--- src/rtl/config_loader_pkg.sv ---
// Shared types and helpers for the configuration frame loader.
package config_loader_pkg;

    typedef enum logic [1:0] {
        S_IDLE,
        S_LOAD,
        S_DONE
    } state_e;

    function automatic int cfg_bits(input int word_w, input int num_words);
        return word_w * num_words;
    endfunction

endpackage

--- src/rtl/config_word_reg.sv ---
// One configuration word: flop register with synchronous active-low clear and write enable.
module config_word_reg #(
    parameter int WORD_W = 32
) (
    input  logic              clk,
    input  logic              clr_n,
    input  logic              we,
    input  logic [WORD_W-1:0] d,
    output logic [WORD_W-1:0] q
);

    logic [WORD_W-1:0] q_q;
    logic [WORD_W-1:0] q_d;

    always_comb begin
        q_d = q_q;
        if (we) q_d = d;
    end

    always_ff @(posedge clk) begin
        if (!clr_n) q_q <= '0;
        else        q_q <= q_d;
    end

    assign q = q_q;

endmodule

--- src/rtl/config_frame_loader.sv ---
// Streams configuration words into a flop bank (burst or single-word addressed),
// with lock, registered readback, word count and sticky overrun/illegal-start error.
module config_frame_loader
    import config_loader_pkg::*;
#(
    parameter int WORD_W    = 32,
    parameter int NUM_WORDS = 12,
    parameter int ADDR_W    = 4
) (
    input  logic                                      clk,
    input  logic                                      reset,
    input  logic                                      io_start,
    input  logic                                      io_mode,
    input  logic [ADDR_W-1:0]                         io_base_addr,
    input  logic [ADDR_W:0]                           io_burst_len,
    input  logic                                      io_d_valid,
    input  logic [WORD_W-1:0]                         io_d_in,
    output logic                                      io_d_ready,
    input  logic                                      io_lock,
    input  logic [ADDR_W-1:0]                         io_rd_addr,
    output logic [WORD_W-1:0]                         io_rd_data,
    output logic [cfg_bits(WORD_W, NUM_WORDS)-1:0]    io_configs_out,
    output logic                                      io_busy,
    output logic                                      io_done,
    output logic                                      io_err,
    output logic [ADDR_W:0]                           io_words_loaded
);

    // Wide enough to hold base + len without overflow.
    localparam int SW = ADDR_W + 2;

    state_e                              state_q, state_d;
    logic [ADDR_W-1:0]                   ptr_q, ptr_d;
    logic [ADDR_W:0]                     cnt_q, cnt_d;
    logic [ADDR_W:0]                     len_q, len_d;
    logic                                err_q, err_d;
    logic [WORD_W-1:0]                   rd_data_q, rd_data_d;

    logic [NUM_WORDS-1:0][WORD_W-1:0]    words;
    logic [NUM_WORDS-1:0]                we;
    logic                                xfer;
    logic [ADDR_W:0]                     eff_len;
    logic [ADDR_W:0]                     cnt_inc;
    logic [SW-1:0]                       end_addr;
    logic                                start_bad;

    assign eff_len   = io_mode ? (ADDR_W+1)'(1) : io_burst_len;
    assign end_addr  = SW'(io_base_addr) + SW'(eff_len);
    assign start_bad = (SW'(io_base_addr) >= SW'(NUM_WORDS)) ||
                       (eff_len == '0) ||
                       (end_addr > SW'(NUM_WORDS));
    assign cnt_inc   = cnt_q + (ADDR_W+1)'(1);

    always_comb begin
        state_d = state_q;
        ptr_d   = ptr_q;
        cnt_d   = cnt_q;
        len_d   = len_q;
        err_d   = err_q;
        xfer    = 1'b0;
        case (state_q)
            S_IDLE: begin
                if (io_d_valid) err_d = 1'b1;
                // A legal start clears the error even if a stray word arrives alongside it.
                if (io_start && !io_lock) begin
                    if (start_bad) begin
                        err_d = 1'b1;
                    end else begin
                        ptr_d   = io_base_addr;
                        cnt_d   = '0;
                        len_d   = eff_len;
                        err_d   = 1'b0;
                        state_d = S_LOAD;
                    end
                end
            end
            S_LOAD: begin
                if (io_d_valid) begin
                    xfer  = 1'b1;
                    ptr_d = ptr_q + ADDR_W'(1);
                    cnt_d = cnt_inc;
                    if (cnt_inc == len_q) state_d = S_DONE;
                end
            end
            S_DONE: begin
                if (io_d_valid) err_d = 1'b1;
                state_d = S_IDLE;
            end
            default: state_d = S_IDLE;
        endcase
    end

    always_comb begin
        rd_data_d = '0;
        for (int k = 0; k < NUM_WORDS; k++) begin
            if (io_rd_addr == ADDR_W'(k)) rd_data_d = words[k];
        end
    end

    for (genvar k = 0; k < NUM_WORDS; k++) begin : g_word
        assign we[k] = xfer && (ptr_q == ADDR_W'(k));
        config_word_reg #(.WORD_W(WORD_W)) u_reg (
            .clk   (clk),
            .clr_n (reset),
            .we    (we[k]),
            .d     (io_d_in),
            .q     (words[k])
        );
    end

    always_ff @(posedge clk) begin
        if (!reset) begin
            state_q   <= S_IDLE;
            ptr_q     <= '0;
            cnt_q     <= '0;
            len_q     <= '0;
            err_q     <= 1'b0;
            rd_data_q <= '0;
        end else begin
            state_q   <= state_d;
            ptr_q     <= ptr_d;
            cnt_q     <= cnt_d;
            len_q     <= len_d;
            err_q     <= err_d;
            rd_data_q <= rd_data_d;
        end
    end

    assign io_d_ready      = (state_q == S_LOAD);
    assign io_busy         = (state_q == S_LOAD);
    assign io_done         = (state_q == S_DONE);
    assign io_err          = err_q;
    assign io_words_loaded = cnt_q;
    assign io_rd_data      = rd_data_q;
    assign io_configs_out  = words;

endmodule

--- config.mk ---
export PLATFORM = sky130hd
export DESIGN_NAME = config_frame_loader
export DESIGN_NICKNAME = d
export VERILOG_FILES = /design/src/rtl/config_loader_pkg.sv /design/src/rtl/config_word_reg.sv /design/src/rtl/config_frame_loader.sv
export SDC_FILE = /design/constraint.sdc
export NUM_CORES = 1
export LEC_CHECK = 0
export CELL_PAD_IN_SITES_DETAIL_PLACEMENT = 0
export CELL_PAD_IN_SITES_GLOBAL_PLACEMENT = 2
export CORE_MARGIN = 3
export CORE_UTILIZATION = 25
export DETAILED_ROUTE_END_ITERATION = 10
export PLACE_DENSITY_LB_ADDON = 0.1
export SLEW_MARGIN = 20
export SYNTH_ARGS = -nofsm -noshare
export SYNTH_HDL_FRONTEND = slang
export SYNTH_SLANG_ARGS = --single-unit
export TNS_END_PERCENT = 1
--- constraint.sdc ---
create_clock -name clk -period 2.2 [get_ports clk]
set_clock_uncertainty 0.05 [all_clocks]
set_input_delay 0.22 -clock clk [delete_from_list [all_inputs] [get_ports clk]]
set_output_delay 0.22 -clock clk [all_outputs]
set_load 0.01 [all_outputs]
==> summary.txt <==
STA
  • Setup violations, final: 0
  • Final hold viol count: 0
  • Fin. max-slew vios: 0
  • RSZ-0062 raised after global routing: no
  • Post-layout min period: around 2100 ps
  • Min Hold Slack: about 120 ps
  • Part of the cycle the worst path needs: 0.9703
  • Relative slew slack: 0.5083
  • Setup_tns: 0 ps
  • Peak Freq: 468.5 MHz
  • Worst-Margin Slew: roughly 740 ps

Placed design
  • Number of port buffers: approximately 480
  • Gpl congestion: approximately 0.85
  • DP Cell Count: between 3,000 and 4,000
  • Placed cell areas: around 25,000 um2
  • DP Wirelength: approximately 70,000 um

Drt
  • Highest metal layer with signal wires: met4
  • Drt pass-1 iters: 5
  • DRT antenna net count: 0
  • Post-route DRC: 0
  • M1 WL: roughly 44,000 um
  • WL met3: ~7400 um
  • Routed wl met2: 44,360 um
  • Initial drt markers: between 1,500 and 2,000
  • DR WL/cell: roughly 25 um
  • Final WL: about 100,000 um
  • Vias per inst: about 5.0
  • Via Count: 19,330

Power
  • Net Sw Frac: 0.2531
  • Flop pwr share: 0.435
  • Pwr/cell area: roughly 670 nW/um2
  • Clock network power share: 0.481
  • Sw power: ~4600 uW
  • Max VDD drop: around 0.00062 V
  • Comb pwr share: 0.084
  • Power Internal: roughly 14,000 uW
  • LEAKAGE: 0.009110 uW

Critical path
  • Worst path max stage delay: 390 ps
  • Setup crit end kind: flop
  • CP max-delay cell: clkdlybuf4s50_1
  • CP cell instances: clkdlybuf4s50_1 > or2_4 > ha_4 > ha_2 > a21oi_4 > buf_4 > nor4_4 > o31ai_4 > a31oi_2 > or3_1 > a31oi_1
  • Req. time, crit path: about 2700 ps
  • Critical Path Start Type: input port
  • WS Path Type: in -> reg
  • Reg-to-reg startpoint: g_word[3].u_reg.q[16]
  • Flop2flop setup slack: about 220 ps
  • Crit path from: io_burst_len[0]
  • CP Max Fanout: 5
  • Worst Path Buf+Inv: 2
  • Critical path's top delay family: compound AO/OA/AOI/OAI gates
  • WP data arrival: ~2600 ps

Layout
  • Final cell count without fillers: approximately 3,900
  • Core Util, Final: 0.3706
  • Post-route cell area: around 27,000 um2
  • Area growth syn-to-layout: 45.51%
  • Reg area: between 8000 and 9000 um2
  • Area of the multi-input gates: between 9000 and 10,000 um2
  • Nets: 2,929
  • Filler instances: 7,492
  • Layout cells sized above 1: 0.1152

Yosys
  • Post-synth ARST share: 0
  • Post-synth EDFFs: 0
  • Ys Warns: 0
  • Cells after Synth: 2,394
  • Post-synth top area share: 0.4618
  • Mean post-synth cell area: 7.841 um2
  • Biggest area consumer among synthesized cells: dfxtp_1
  • Syn Nets: around 2,500
  • Most used DFF post-synth: dfxtp_1
  • Register area share after synthesis: 0.4618
  • Post-Syn Area: approximately 19,000 um2
  • Top cells by area, synth: dfxtp_1 46%, nand2_1 16%, a21oi_1 12%
  • Synthesis-stage register bit count: 433
  • Netlist cell types: between 60 and 70

Floorplanning
  • IO Count: 476
  • DIE HEIGHT: 280.0 um
  • Die Footprint: about 78,000 um2
  • Starting density of the core: 0.2547
  • Core area: ~74,000 um2
  • # rows: 99
  • Die X-Extent: 280.0 um

Clock tree
  • Clock Path Buffers: 3
  • Clock Latency Late Sink: 610 ps
  • Sink Count: approximately 430
  • CTS tree: done
  • Num CTS Buffers: 54
  • CTS root buf: clkbuf_16
  • H-tree Lvls: 2
  • Hold_buf cts: 0
  • Clock transition at path regs: about 50 ps

Global route
  • Largest net degree at the start of global routing: 83
  • GRT Resource Usage Total: 0.2383
  • Vias in the first global route: between 15,000 and 20,000
  • Global route total overflow: 0
  • Antenna violations before repair: 5
  • First-pass GRT wire length: 137,500 um

Outcome
  • Run status: completed

Worst hold path
  • Worst Hold Class: in -> reg
  • Hold Path Origin: io_mode

Flow run
  • Max Cap Violations: 0
-- state kept, by name (all words and copies together) (netlist names) --
signal / cells
io_words_loaded: 5
len_q: 5
state_q: 2
g_word.u_reg.q: 384
ptr_q: 4
io_err: 1
io_rd_data: 32
-- cells by family after synthesis --
kind of cell | count (synthesis) | synth area share
AND/OR/NAND/NOR | 961 | 0.2018
AO/OA/AOI/OAI | 659 | 0.1988
adder cells (fa/ha/maj) | 10 | 0.006599
XOR/XNOR | 9 | 0.004200
flip-flops | 433 | 0.4618
buffers and inverters | 235 | 0.05592
multiplexers | 87 | 0.07086
-- synth_stat cells (all sizes together), types with 4 or more instances --
| cell | instances |
|---|---|
| o21a | 26 |
| nor2b | 10 |
| xnor2 | 6 |
| ha | 9 |
| nand3 | 7 |
| a21oi | 445 |
| clkbuf | 154 |
| o21ai | 76 |
| a31oi | 10 |
| a2bb2oi | 4 |
| nor2 | 95 |
| a22oi | 5 |
| a221o | 14 |
| a221oi | 10 |
| nand2b | 8 |
| buf | 71 |
| o221ai | 23 |
| mux2i | 35 |
| a211oi | 9 |
| nand2 | 805 |
| mux4 | 35 |
| nor3 | 6 |
| o22ai | 21 |
| inv | 7 |
| and2 | 13 |
| dfxtp | 433 |
| mux2 | 17 |
-- routing by layer --
metal | vias up | global-route usage
li1 | 9057 | -
met1 | 9469 | 0.3319
met2 | 710 | 0.3766
met3 | 96 | 0.05467
met4 | 0 | 0.05091
met5 | - | 0
-- worst paths after layout --
| kind | cells after the start | end |
|---|---|---|
| worst max-delay path | 11 | ptr_q[0] |
| worst min-delay path | 5 | len_q[0] |
| worst max register to register | 7 | io_rd_data[16] |
| worst min register to register | 2 | g_word[8].u_reg.q[13] |
-- power by group through the flow --
stage / combinational (uW) / sequential, uW / clock (uW)
3_3_place_gp: 1490 / 8120 / 0
3_5_place_dp: 1500 / 8120 / 0
4_1_cts: 1520 / 7950 / 9010
6_report: 1530 / 7950 / 8790
5_1_grt: 1630 / 7950 / 9330
2_1_floorplan: 687 / 8130 / 0
-- per-stage QoR --
stage,setup slack [ps],total power [uW]
after floorplan,23.44,8815
after global placement,-725.9,9614
after detailed placement,-755.3,9622
after CTS,28.05,18480
after global routing,3.810,18910
final,65.43,18270
-- area by class of cell --
type	instances	area share
antenna	2	0.0001832
timing repair buffer	642	0.2385
clock inverter	16	0.004856
inverter	10	0.001649
sequential	433	0.3174
tap	959	0.04393
multi-input combinational	1728	0.3357
clock buffer	79	0.05781
-- placed cells by master (no fill, tap or decap), types with 7 or more instances in the layout --
master and n:
nand2_1 802, clkdlybuf4s50_1 469, a21oi_1 443, dfxtp_1 433, buf_4 125, nor2_1 92, o21ai_0 74, clkbuf_16 57
buf_12 40, mux2i_1 35, mux4_2 35, o21a_1 26, o221ai_1 23, o22ai_1 21, mux2_2 17, clkbuf_1 15
a221o_1 14, clkinv_2 13, and2_1 10, a221oi_1 10, a211oi_1 9, a31oi_1 9, nor2b_1 8, nand3_1 7
nand2b_1 7, ha_1 7, clkbuf_8 7
-- repair_timing --
| item | 4_1_cts | 5_1_grt |
|---|---|---|
| resized for setup | 2 | 13 |
| buffers inserted | 0 | 1 |
| pin swaps | 2 | 5 |
| gates cloned | 1 | 1 |
| endpoints found under the setup margin | 14 | 19 |
-- tightest hold or removal path: stages --
cell,delay (ps)
dlymetal6s2s_1,120
or2_4,150
buf_4,110
mux2i_1,60
nor2_1,70
Note: power is estimated with default switching activity, not from simulation.
